==> src/rtl/xbar_hwce_pkg.sv <==
// rtl/xbar_hwce_pkg.sv - shared types and constants for the HWCE crossbar bank port
// Purpose: response tag type carried through the bank latency pipe, stall counter width.
// Ports: none (package).
package xbar_hwce_pkg;

  localparam int NUM_INPUT_DEF = 3;
  localparam int TAG_ID_W      = (NUM_INPUT_DEF > 1) ? $clog2(NUM_INPUT_DEF) : 1;
  localparam int STALL_CNT_W   = 16;

  // One in-flight transaction: valid plus the index of the master it returns to.
  typedef struct packed {
    logic                valid;
    logic [TAG_ID_W-1:0] id;
  } resp_tag_t;

endpackage

==> src/rtl/xbar_resp_tag_pipe.sv <==
// rtl/xbar_resp_tag_pipe.sv - fixed-depth shift pipe of response tags
// Purpose: delays each accepted-request tag by DEPTH cycles to line it up with bank read data.
// Ports:
//   clk, rst  clock, asynchronous active-high reset (clears every stage)
//   tag_i     tag entering stage 0 this cycle
//   tag_o     tag leaving the last stage
module xbar_resp_tag_pipe
  import xbar_hwce_pkg::*;
#(
  parameter int DEPTH = 1
) (
  input  logic      clk,
  input  logic      rst,
  input  resp_tag_t tag_i,
  output resp_tag_t tag_o
);

  resp_tag_t stage_q [DEPTH];

  // Shifts unconditionally: the bank never back-pressures its read data.
  always_ff @(posedge clk or posedge rst) begin
    if (rst) begin
      for (int i = 0; i < DEPTH; i++) begin
        stage_q[i] <= '0;
      end
    end else begin
      stage_q[0] <= tag_i;
      for (int i = 1; i < DEPTH; i++) begin
        stage_q[i] <= stage_q[i-1];
      end
    end
  end

  assign tag_o = stage_q[DEPTH-1];

endmodule

==> src/rtl/xbar_bank_port_ctrl.sv <==
// rtl/xbar_bank_port_ctrl.sv - slave-side port controller for one TCDM bank
// Purpose: steers the master chosen by the per-bank selector onto the bank, returns its grant,
//   and routes the bank response back to that master RESP_LATENCY cycles after acceptance.
// Ports:
//   clk, rst          clock, asynchronous active-high reset
//   sel_i, en_i       selector index and hit flag
//   data_*_i          per-master request (address, wen 1=read, wdata, byte enables)
//   data_gnt_o        per-master grant (at most one bit set)
//   data_r_valid_o    per-master response valid, one cycle per accepted request
//   data_r_rdata_o    bank read data broadcast to every master
//   bank_*            bank request/address/wen/wdata/be, grant and read data
//   stall_cnt_o       saturating count of cycles the bank refused a request
//   sel_err_o         sticky flag: selector hit with an out-of-range index
module xbar_bank_port_ctrl
  import xbar_hwce_pkg::*;
#(
  parameter int NUM_INPUT     = 3,
  parameter int SEL_WIDTH     = $clog2(NUM_INPUT),
  parameter int ADDR_WIDTH    = 32,
  parameter int DATA_WIDTH    = 32,
  parameter int BE_WIDTH      = DATA_WIDTH/8,
  parameter int BANK_ADDR_LSB = 2,
  parameter int BANK_AW       = 12,
  parameter int RESP_LATENCY  = 1
) (
  input  logic                   clk,
  input  logic                   rst,
  input  logic [SEL_WIDTH-1:0]   sel_i,
  input  logic                   en_i,
  input  logic [ADDR_WIDTH-1:0]  data_add_i     [NUM_INPUT],
  input  logic [NUM_INPUT-1:0]   data_wen_i,
  input  logic [DATA_WIDTH-1:0]  data_wdata_i   [NUM_INPUT],
  input  logic [BE_WIDTH-1:0]    data_be_i      [NUM_INPUT],
  output logic [NUM_INPUT-1:0]   data_gnt_o,
  output logic [NUM_INPUT-1:0]   data_r_valid_o,
  output logic [DATA_WIDTH-1:0]  data_r_rdata_o [NUM_INPUT],
  output logic                   bank_req_o,
  output logic [BANK_AW-1:0]     bank_add_o,
  output logic                   bank_wen_o,
  output logic [DATA_WIDTH-1:0]  bank_wdata_o,
  output logic [BE_WIDTH-1:0]    bank_be_o,
  input  logic                   bank_gnt_i,
  input  logic [DATA_WIDTH-1:0]  bank_r_rdata_i,
  output logic [STALL_CNT_W-1:0] stall_cnt_o,
  output logic                   sel_err_o
);

  logic      sel_in_range;
  logic      sel_ok;
  logic      accept;
  logic      unused_addr_bits;
  resp_tag_t tag_in;
  resp_tag_t tag_out;

  assign sel_in_range = (int'(sel_i) < NUM_INPUT);
  assign sel_ok       = en_i && sel_in_range;
  assign bank_req_o   = sel_ok;
  assign accept       = sel_ok && bank_gnt_i;

  // Request mux written as a compare loop so an out-of-range sel_i never indexes the arrays.
  always_comb begin
    bank_add_o   = '0;
    bank_wen_o   = 1'b1;
    bank_wdata_o = '0;
    bank_be_o    = '0;
    data_gnt_o   = '0;
    for (int k = 0; k < NUM_INPUT; k++) begin
      if (sel_ok && (sel_i == SEL_WIDTH'(k))) begin
        bank_add_o    = data_add_i[k][BANK_ADDR_LSB +: BANK_AW];
        bank_wen_o    = data_wen_i[k];
        bank_wdata_o  = data_wdata_i[k];
        bank_be_o     = data_be_i[k];
        data_gnt_o[k] = bank_gnt_i;
      end
    end
  end

  // Only the word-address field reaches the bank; the rest of each address is ignored.
  always_comb begin
    unused_addr_bits = 1'b0;
    for (int k = 0; k < NUM_INPUT; k++) begin
      unused_addr_bits = unused_addr_bits ^ (^data_add_i[k]);
    end
  end

  always_comb begin
    tag_in.valid = accept;
    tag_in.id    = accept ? TAG_ID_W'(sel_i) : '0;
  end

  xbar_resp_tag_pipe #(
    .DEPTH (RESP_LATENCY)
  ) u_tag_pipe (
    .clk   (clk),
    .rst   (rst),
    .tag_i (tag_in),
    .tag_o (tag_out)
  );

  // Read data is broadcast; only the addressed master sees valid.
  always_comb begin
    for (int k = 0; k < NUM_INPUT; k++) begin
      data_r_valid_o[k] = tag_out.valid && (tag_out.id == TAG_ID_W'(k));
      data_r_rdata_o[k] = bank_r_rdata_i;
    end
  end

  always_ff @(posedge clk or posedge rst) begin
    if (rst) begin
      stall_cnt_o <= '0;
      sel_err_o   <= 1'b0;
    end else begin
      if (bank_req_o && !bank_gnt_i && (stall_cnt_o != '1)) begin
        stall_cnt_o <= stall_cnt_o + 1'b1;
      end
      if (en_i && !sel_in_range) begin
        sel_err_o <= 1'b1;
      end
    end
  end

endmodule
==> config.mk <==
export PLATFORM = sky130hd
export DESIGN_NAME = xbar_bank_port_ctrl
export DESIGN_NICKNAME = d
export VERILOG_FILES = /design/src/rtl/xbar_hwce_pkg.sv /design/src/rtl/xbar_resp_tag_pipe.sv /design/src/rtl/xbar_bank_port_ctrl.sv
export SDC_FILE = /design/constraint.sdc
export NUM_CORES = 1
export LEC_CHECK = 0
export CAP_MARGIN = 20
export CORE_AREA = 2 2 160 162
export DETAILED_ROUTE_END_ITERATION = 16
export DIE_AREA = 0 0 162 164
export HOLD_SLACK_MARGIN = 0.08
export PLACE_DENSITY_LB_ADDON = 0.1
export SKIP_CTS_REPAIR_TIMING = 1
export SYNTH_ARGS = -nofsm -noshare
export SYNTH_HDL_FRONTEND = slang
export SYNTH_SLANG_ARGS = --single-unit
export TNS_END_PERCENT = 30
==> constraint.sdc <==
create_clock -name clk -period 4.57 [get_ports clk]
set_input_delay 0.6855 -clock clk [delete_from_list [all_inputs] [get_ports clk]]
set_output_delay 0.6855 -clock clk [all_outputs]
set_load 0.01 [all_outputs]
==> results of run 1 <==
[synth_stat cells, types with 3 or more instances]
| cell type | number | area, um2 |
|---|---|---|
| nand4_1 | 5 | 31.3 |
| and2_1 | 48 | 300 |
| dfrtp_1 | 20 | 500 |
| buf_4 | 96 | 721 |
| xnor2_1 | 9 | 78.8 |
| clkbuf_1 | 16 | 60.1 |
| nor2b_1 | 3 | 18.8 |
| buf_2 | 6 | 30.0 |
| nor3b_1 | 3 | 22.5 |
| nor2_1 | 3 | 11.3 |
| o21ai_0 | 49 | 245 |
| nand2_1 | 53 | 199 |
| mux2i_1 | 48 | 480 |
| xor2_1 | 6 | 52.6 |
| nand3_1 | 6 | 30.0 |
[cell families after synthesis]
family	Yosys count	synth area share [%]
AND/OR/NAND/NOR	139	26.1
buffers and inverters	122	27.3
AO/OA/AOI/OAI	53	9.27
multiplexers	49	16.1
flip-flops	20	16.4
XOR/XNOR	15	4.31
adder cells (fa/ha/maj)	1	0.410
[routing by layer]
metal  share of wire (%)  GRT usage, %
met1                  39          10.9
met2                  53          18.4
met3                 5.3          1.52
met4                 2.9          3.54
met5                   0             0
[state kept, by name, summed over array words and instances (netlist names)]
signal and flops:
stall_cnt_o 16, u_tag_pipe.tag_o 3, sel_err_o 1
[worst max-delay path by stage]
stage                         from               end  slack [ns]
final                     sel_i[0]  bank_wdata_o[31]        1.06
after global routing      sel_i[0]  bank_wdata_o[31]        0.89
after detailed placement  sel_i[0]  bank_wdata_o[31]        0.98
after floorplan           sel_i[1]     bank_add_o[0]        2.18
after CTS                 sel_i[0]  bank_wdata_o[31]        0.97
after global placement    sel_i[0]  bank_wdata_o[31]        0.98
[per-stage QoR]
| step | total power [mW] | cell area, um2 | worst slack [ns] |
|---|---|---|---|
| 4_1_cts | 0.911 | 5010 | 0.971 |
| 6_report | 0.890 | 5020 | 1.06 |
| 2_1_floorplan | 0.489 | 3050 | 2.18 |
| 5_1_grt | 0.954 | 5010 | 0.888 |
| 3_5_place_dp | 0.703 | 4930 | 0.975 |
| 3_3_place_gp | 0.699 | 4930 | 0.982 |
[cell type report]
class	instances	area [um2]	area share [%]
sequential	20	500	9.98
tap	330	413	8.23
multi-input combinational	257	1720	34.3
clock buffer	4	88.8	1.77
timing repair buffer	229	2280	45.5
antenna	1	2.50	0.0499
inverter	2	7.51	0.150
[worst max-delay path, cell delays in order]
cell             delay (ns)
buf_4                  0.38
buf_4                  0.56
mux2i_1                0.33
o21ai_0                0.10
and2_1                 0.19
clkdlybuf4s50_1        0.49
[power by group through the flow]
stage,combinational (mW),clock [mW],sequential [mW]
after global routing,0.476,0.217,0.260
final,0.437,0.200,0.252
after global placement,0.443,0,0.256
after floorplan,0.233,0,0.256
after CTS,0.450,0.208,0.253
after detailed placement,0.447,0,0.256
==> results.sh, run 1 <==
export IMPL_portBuffers=225
export IMPL_holdCritPathClass="reg2reg"
export IMPL_syn_to_final_growth_pct=64.5
export IMPL_postSynth_asyncResetShare_pct=100
export IMPL_avgViaCountPerCell=3.57
export IMPL_r2r_start="stall_cnt_o[0]$_DFFE_PP0P_"
export IMPL_synth_edf_count=0
export IMPL_wirelength_mm=13.5
export IMPL_syn_area_per_cell_um2=7.64
export IMPL_timing_rr_end="stall_cnt_o[14]$_DFFE_PP0P_"
export IMPL_grt_remaining_overflow=0
export IMPL_tightest_slew_ns=0.830
export IMPL_die_area_um2=26600
export IMPL_dr_total_vias=3006
export IMPL_clk_pin_slew_ns=0.06
export IMPL_peakVddDrop_mv=0.103
export IMPL_antenna_found_initial=0
export IMPL_yosysUniqueCellTypes=36
export IMPL_core_area_um2=24800
export IMPL_crit_path_end_kind="output pin"
export IMPL_dp_cells=838
export IMPL_min_period_over_period_pct=76.7
export IMPL_reg2reg_slack_ns=2.81
export IMPL_place_gp_congestion=0.723
export IMPL_clkPwrFrac_pct=22.5
export IMPL_dp_hpwl_mm=10.8
export IMPL_cap_violations=0
export IMPL_p_seq_share_pct=28.4
export IMPL_cp_start_kind="input port"
export IMPL_rr_worst_depth=6
export IMPL_ant_nets=0
export IMPL_synthFlopType="dfrtp_1"
export IMPL_hold_end="sel_err_o$_DFFE_PP0P_"
export IMPL_fillers=2833
export IMPL_root_buffer="clkbuf_16"
export IMPL_crit_type="in2out"
export IMPL_yosysWarnings=0
export IMPL_synth_nets=645
export IMPL_p_sw_share_pct=31.0
export IMPL_p_sw_uw=276
export IMPL_clkLatencyLatePin_ns=0.25
export IMPL_final_cells=843
export IMPL_grt_first_pass_wirelength_mm=19.9
export IMPL_setup_viol=0
export IMPL_final_max_slew_viol_count=0
export IMPL_clock_sinks=20
export IMPL_fin_skew_ns=0.00183
export IMPL_dr_pass1_iters=4
export IMPL_pwr_share_comb_pct=49.1
export IMPL_max_freq_mhz=285
export IMPL_cts_tree="built"
export IMPL_rsz0062_at_grt="false"
export IMPL_yosysSeqAreaShare_pct=16.4
export IMPL_cts_path_max_buffers=2
export IMPL_drc=0
export IMPL_die_h_um=164
export IMPL_status="completed"
export IMPL_cts_buffers=3
export IMPL_finalSetupTns_ns=0
export IMPL_slew_headroom_pct=44.6
export IMPL_io_pins=414
export IMPL_hold_path_depth=1
export IMPL_initial_core_util_pct=12.3
export IMPL_hold_viol_final=0
export IMPL_final_cell_mix="clkdlybuf4s50_1, nand2_1, o21ai_0, mux2i_1, and2_1"
export IMPL_layout_commonest_cell="clkdlybuf4s50_1"
export IMPL_grt_max_degree=56
export IMPL_ys_ff_latch=20
export IMPL_fin_nets=759
export IMPL_first_global_vias=3340
export IMPL_min_delay_start="sel_err_o$_DFFE_PP0P_"
export IMPL_drive_above_1_share_pct=4.88
export IMPL_syn_area_um2=3050
export IMPL_arrival_ns=2.82
export IMPL_powerDensity_nw_per_um2=177
export IMPL_worstPathRequired_ns=3.88
export IMPL_internal_power_uw=614
export IMPL_rows=58
export IMPL_fin_util_pct=20.2
export IMPL_cts_htree_levels=1
export IMPL_p_leak_nw=1.94
export IMPL_grtUsageTotal_pct=9.69
export IMPL_cp_max_fo=34
export IMPL_initialDrtViolationCount=73
export IMPL_synthCells=399
export IMPL_period_minus_slack_ns=3.51
export IMPL_fin_worst_hold_slack_ns=0.495
export IMPL_die_w_um=162
export IMPL_wl_per_cell_um=16.0
Power figures use the tool's default switching activity.
==> inputs of run 2 (changes only) <==
--- a/config.mk
+++ b/config.mk
@@ -6,9 +6,9 @@
 export NUM_CORES = 1
 export LEC_CHECK = 0
 export CAP_MARGIN = 20
-export CORE_AREA = 2 2 160 162
+export CORE_AREA = 2 2 163 165
 export DETAILED_ROUTE_END_ITERATION = 16
-export DIE_AREA = 0 0 162 164
+export DIE_AREA = 0 0 165 167
 export HOLD_SLACK_MARGIN = 0.08
 export PLACE_DENSITY_LB_ADDON = 0.1
 export SKIP_CTS_REPAIR_TIMING = 1
==> constraint.sdc (replaced) <==
create_clock -name clk -period 2.84 [get_ports clk]
set_input_delay 0.426 -clock clk [delete_from_list [all_inputs] [get_ports clk]]
set_output_delay 0.426 -clock clk [all_outputs]
set_load 0.01 [all_outputs]
==> results.sh, run 2 (synthesized netlist as in run 1, its figures left out) <==
export IMPL_critPathLaunch="bank_gnt_i"
export IMPL_fin_nets=763
export IMPL_max_freq_mhz=403
export IMPL_initial_core_util_pct=11.8
export IMPL_drive_above_1_share_pct=5.44
export IMPL_grt_max_degree=35
export IMPL_arrival_ns=2.05
export IMPL_die_area_um2=27600
export IMPL_core_area_um2=25800
export IMPL_holdCritPathClass="reg2reg"
export IMPL_period_minus_slack_ns=2.48
export IMPL_antenna_cells=0
export IMPL_avgViaCountPerCell=3.47
export IMPL_final_max_slew_viol_count=0
export IMPL_dp_hpwl_mm=10.6
export IMPL_r2r_start="stall_cnt_o[0]$_DFFE_PP0P_"
export IMPL_drc=0
export IMPL_root_buffer="clkbuf_16"
export IMPL_rsz0062_at_grt="false"
export IMPL_grt_first_pass_wirelength_mm=19.4
export IMPL_setup_viol=0
export IMPL_final_cell_mix="clkdlybuf4s50_1, nand2_1, o21ai_0, mux2i_1, and2_1"
export IMPL_cp_slowest_stage_delay_ns=0.62
export IMPL_min_delay_start="sel_err_o$_DFFE_PP0P_"
export IMPL_clk_pin_slew_ns=0.05
export IMPL_critPathTopFamily="buffers and inverters"
export IMPL_cts_path_max_buffers=2
export IMPL_min_period_over_period_pct=87.3
export IMPL_ant_nets=0
export IMPL_rr_worst_depth=6
export IMPL_syn_to_final_growth_pct=66.4
export IMPL_dr_pass1_iters=4
export IMPL_slew_headroom_pct=49.0
export IMPL_portBuffers=225
export IMPL_wirelength_mm=13.2
export IMPL_clock_sinks=20
export IMPL_cp_common_cell="clkdlybuf4s50_1"
export IMPL_cts_tree="built"
export IMPL_hold_viol_final=0
export IMPL_grtUsageTotal_pct=9.07
export IMPL_place_gp_congestion=0.708
export IMPL_path_cells="clkdlybuf4s50_1, nand2_1, nor3b_1, clkdlybuf4s50_1"
export IMPL_largest_register="stall_cnt_o"
export IMPL_tightest_slew_ns=0.764
export IMPL_fin_skew_ns=0.00211
export IMPL_layout_commonest_cell="clkdlybuf4s50_1"
export IMPL_fin_util_pct=19.7
export IMPL_crit_path_end_kind="output pin"
export IMPL_die_w_um=165
export IMPL_largest_reg_flops=16
export IMPL_p_leak_nw=1.97
export IMPL_die_h_um=167
export IMPL_cp_max_fo=6
export IMPL_status="completed"
export IMPL_cts_htree_levels=1
export IMPL_hold_path_depth=1
export IMPL_wl_per_cell_um=15.5
export IMPL_peakVddDrop_mv=0.217
export IMPL_hold_end="sel_err_o$_DFFE_PP0P_"
export IMPL_powerDensity_nw_per_um2=275
export IMPL_cp_slowest_cell="clkdlybuf4s50_1"
export IMPL_cap_violations=0
export IMPL_io_pins=414
export IMPL_dr_total_vias=2951
export IMPL_grt_remaining_overflow=0
export IMPL_crit_type="in2out"
export IMPL_timing_rr_end="stall_cnt_o[14]$_DFFE_PP0P_"
export IMPL_cts_buffers=3
export IMPL_clkLatencyLatePin_ns=0.25
export IMPL_finalSetupTns_ns=0
export IMPL_initialDrtViolationCount=74
export IMPL_cp_start_kind="input port"
export IMPL_crit_buf_inv=2
export IMPL_rows=59
export IMPL_first_global_vias=3217
export IMPL_reg2reg_slack_ns=1.06
export IMPL_antenna_found_initial=0
export IMPL_worstPathRequired_ns=2.41
-- run 2: power breakdown --
| group | internal, mW | leakage [nW] | switching, mW |
|---|---|---|---|
| Sequential | 0.330 | 0.261 | 0.0757 |
| Clock | 0.185 | 0.0370 | 0.0950 |
| Combinational | 0.452 | 1.67 | 0.256 |
| Total | 0.967 | 1.97 | 0.427 |
-- run 2: per-layer routing --
metal | share of wire (%) | GRT usage (%) | vias up
met5 | 0 | 0 | -
li1 | - | - | 1458
met2 | 53 | 17.3 | 122
met4 | 2.7 | 2.65 | 0
met3 | 6.5 | 1.64 | 32
met1 | 37 | 10.0 | 1339
-- run 2: layout make-up --
type	count	area [um2]
fillers	2855	20700
repair buffers	233	2350
multi-input cells	257	1720
flip-flops and latches	20	500
well taps	335	419
clock buffers	3	75.1
inverters	2	7.51
-- run 2: worst max-delay path by stage --
stage | to | slack (ns) | depth (start not counted)
after floorplan | bank_add_o[0] | 0.97 | 7
after global placement | data_gnt_o[1] | 0.35 | 4
after detailed placement | data_gnt_o[1] | 0.34 | 4
after CTS | data_gnt_o[1] | 0.32 | 4
after global routing | data_gnt_o[1] | 0.23 | 4
final | data_gnt_o[1] | 0.36 | 4
-- run 2: through the flow --
stage	cells	power (mW)	instance area, um2	hold WS, ns	setup slack, ns
floorplan	399	0.787	3050	0.390	0.965
global placement	847	1.13	5000	0.501	0.351
detailed placement	847	1.13	5000	0.489	0.341
CTS	850	1.42	5070	0.501	0.325
global route	850	1.50	5070	0.516	0.231
finish	850	1.39	5070	0.499	0.360
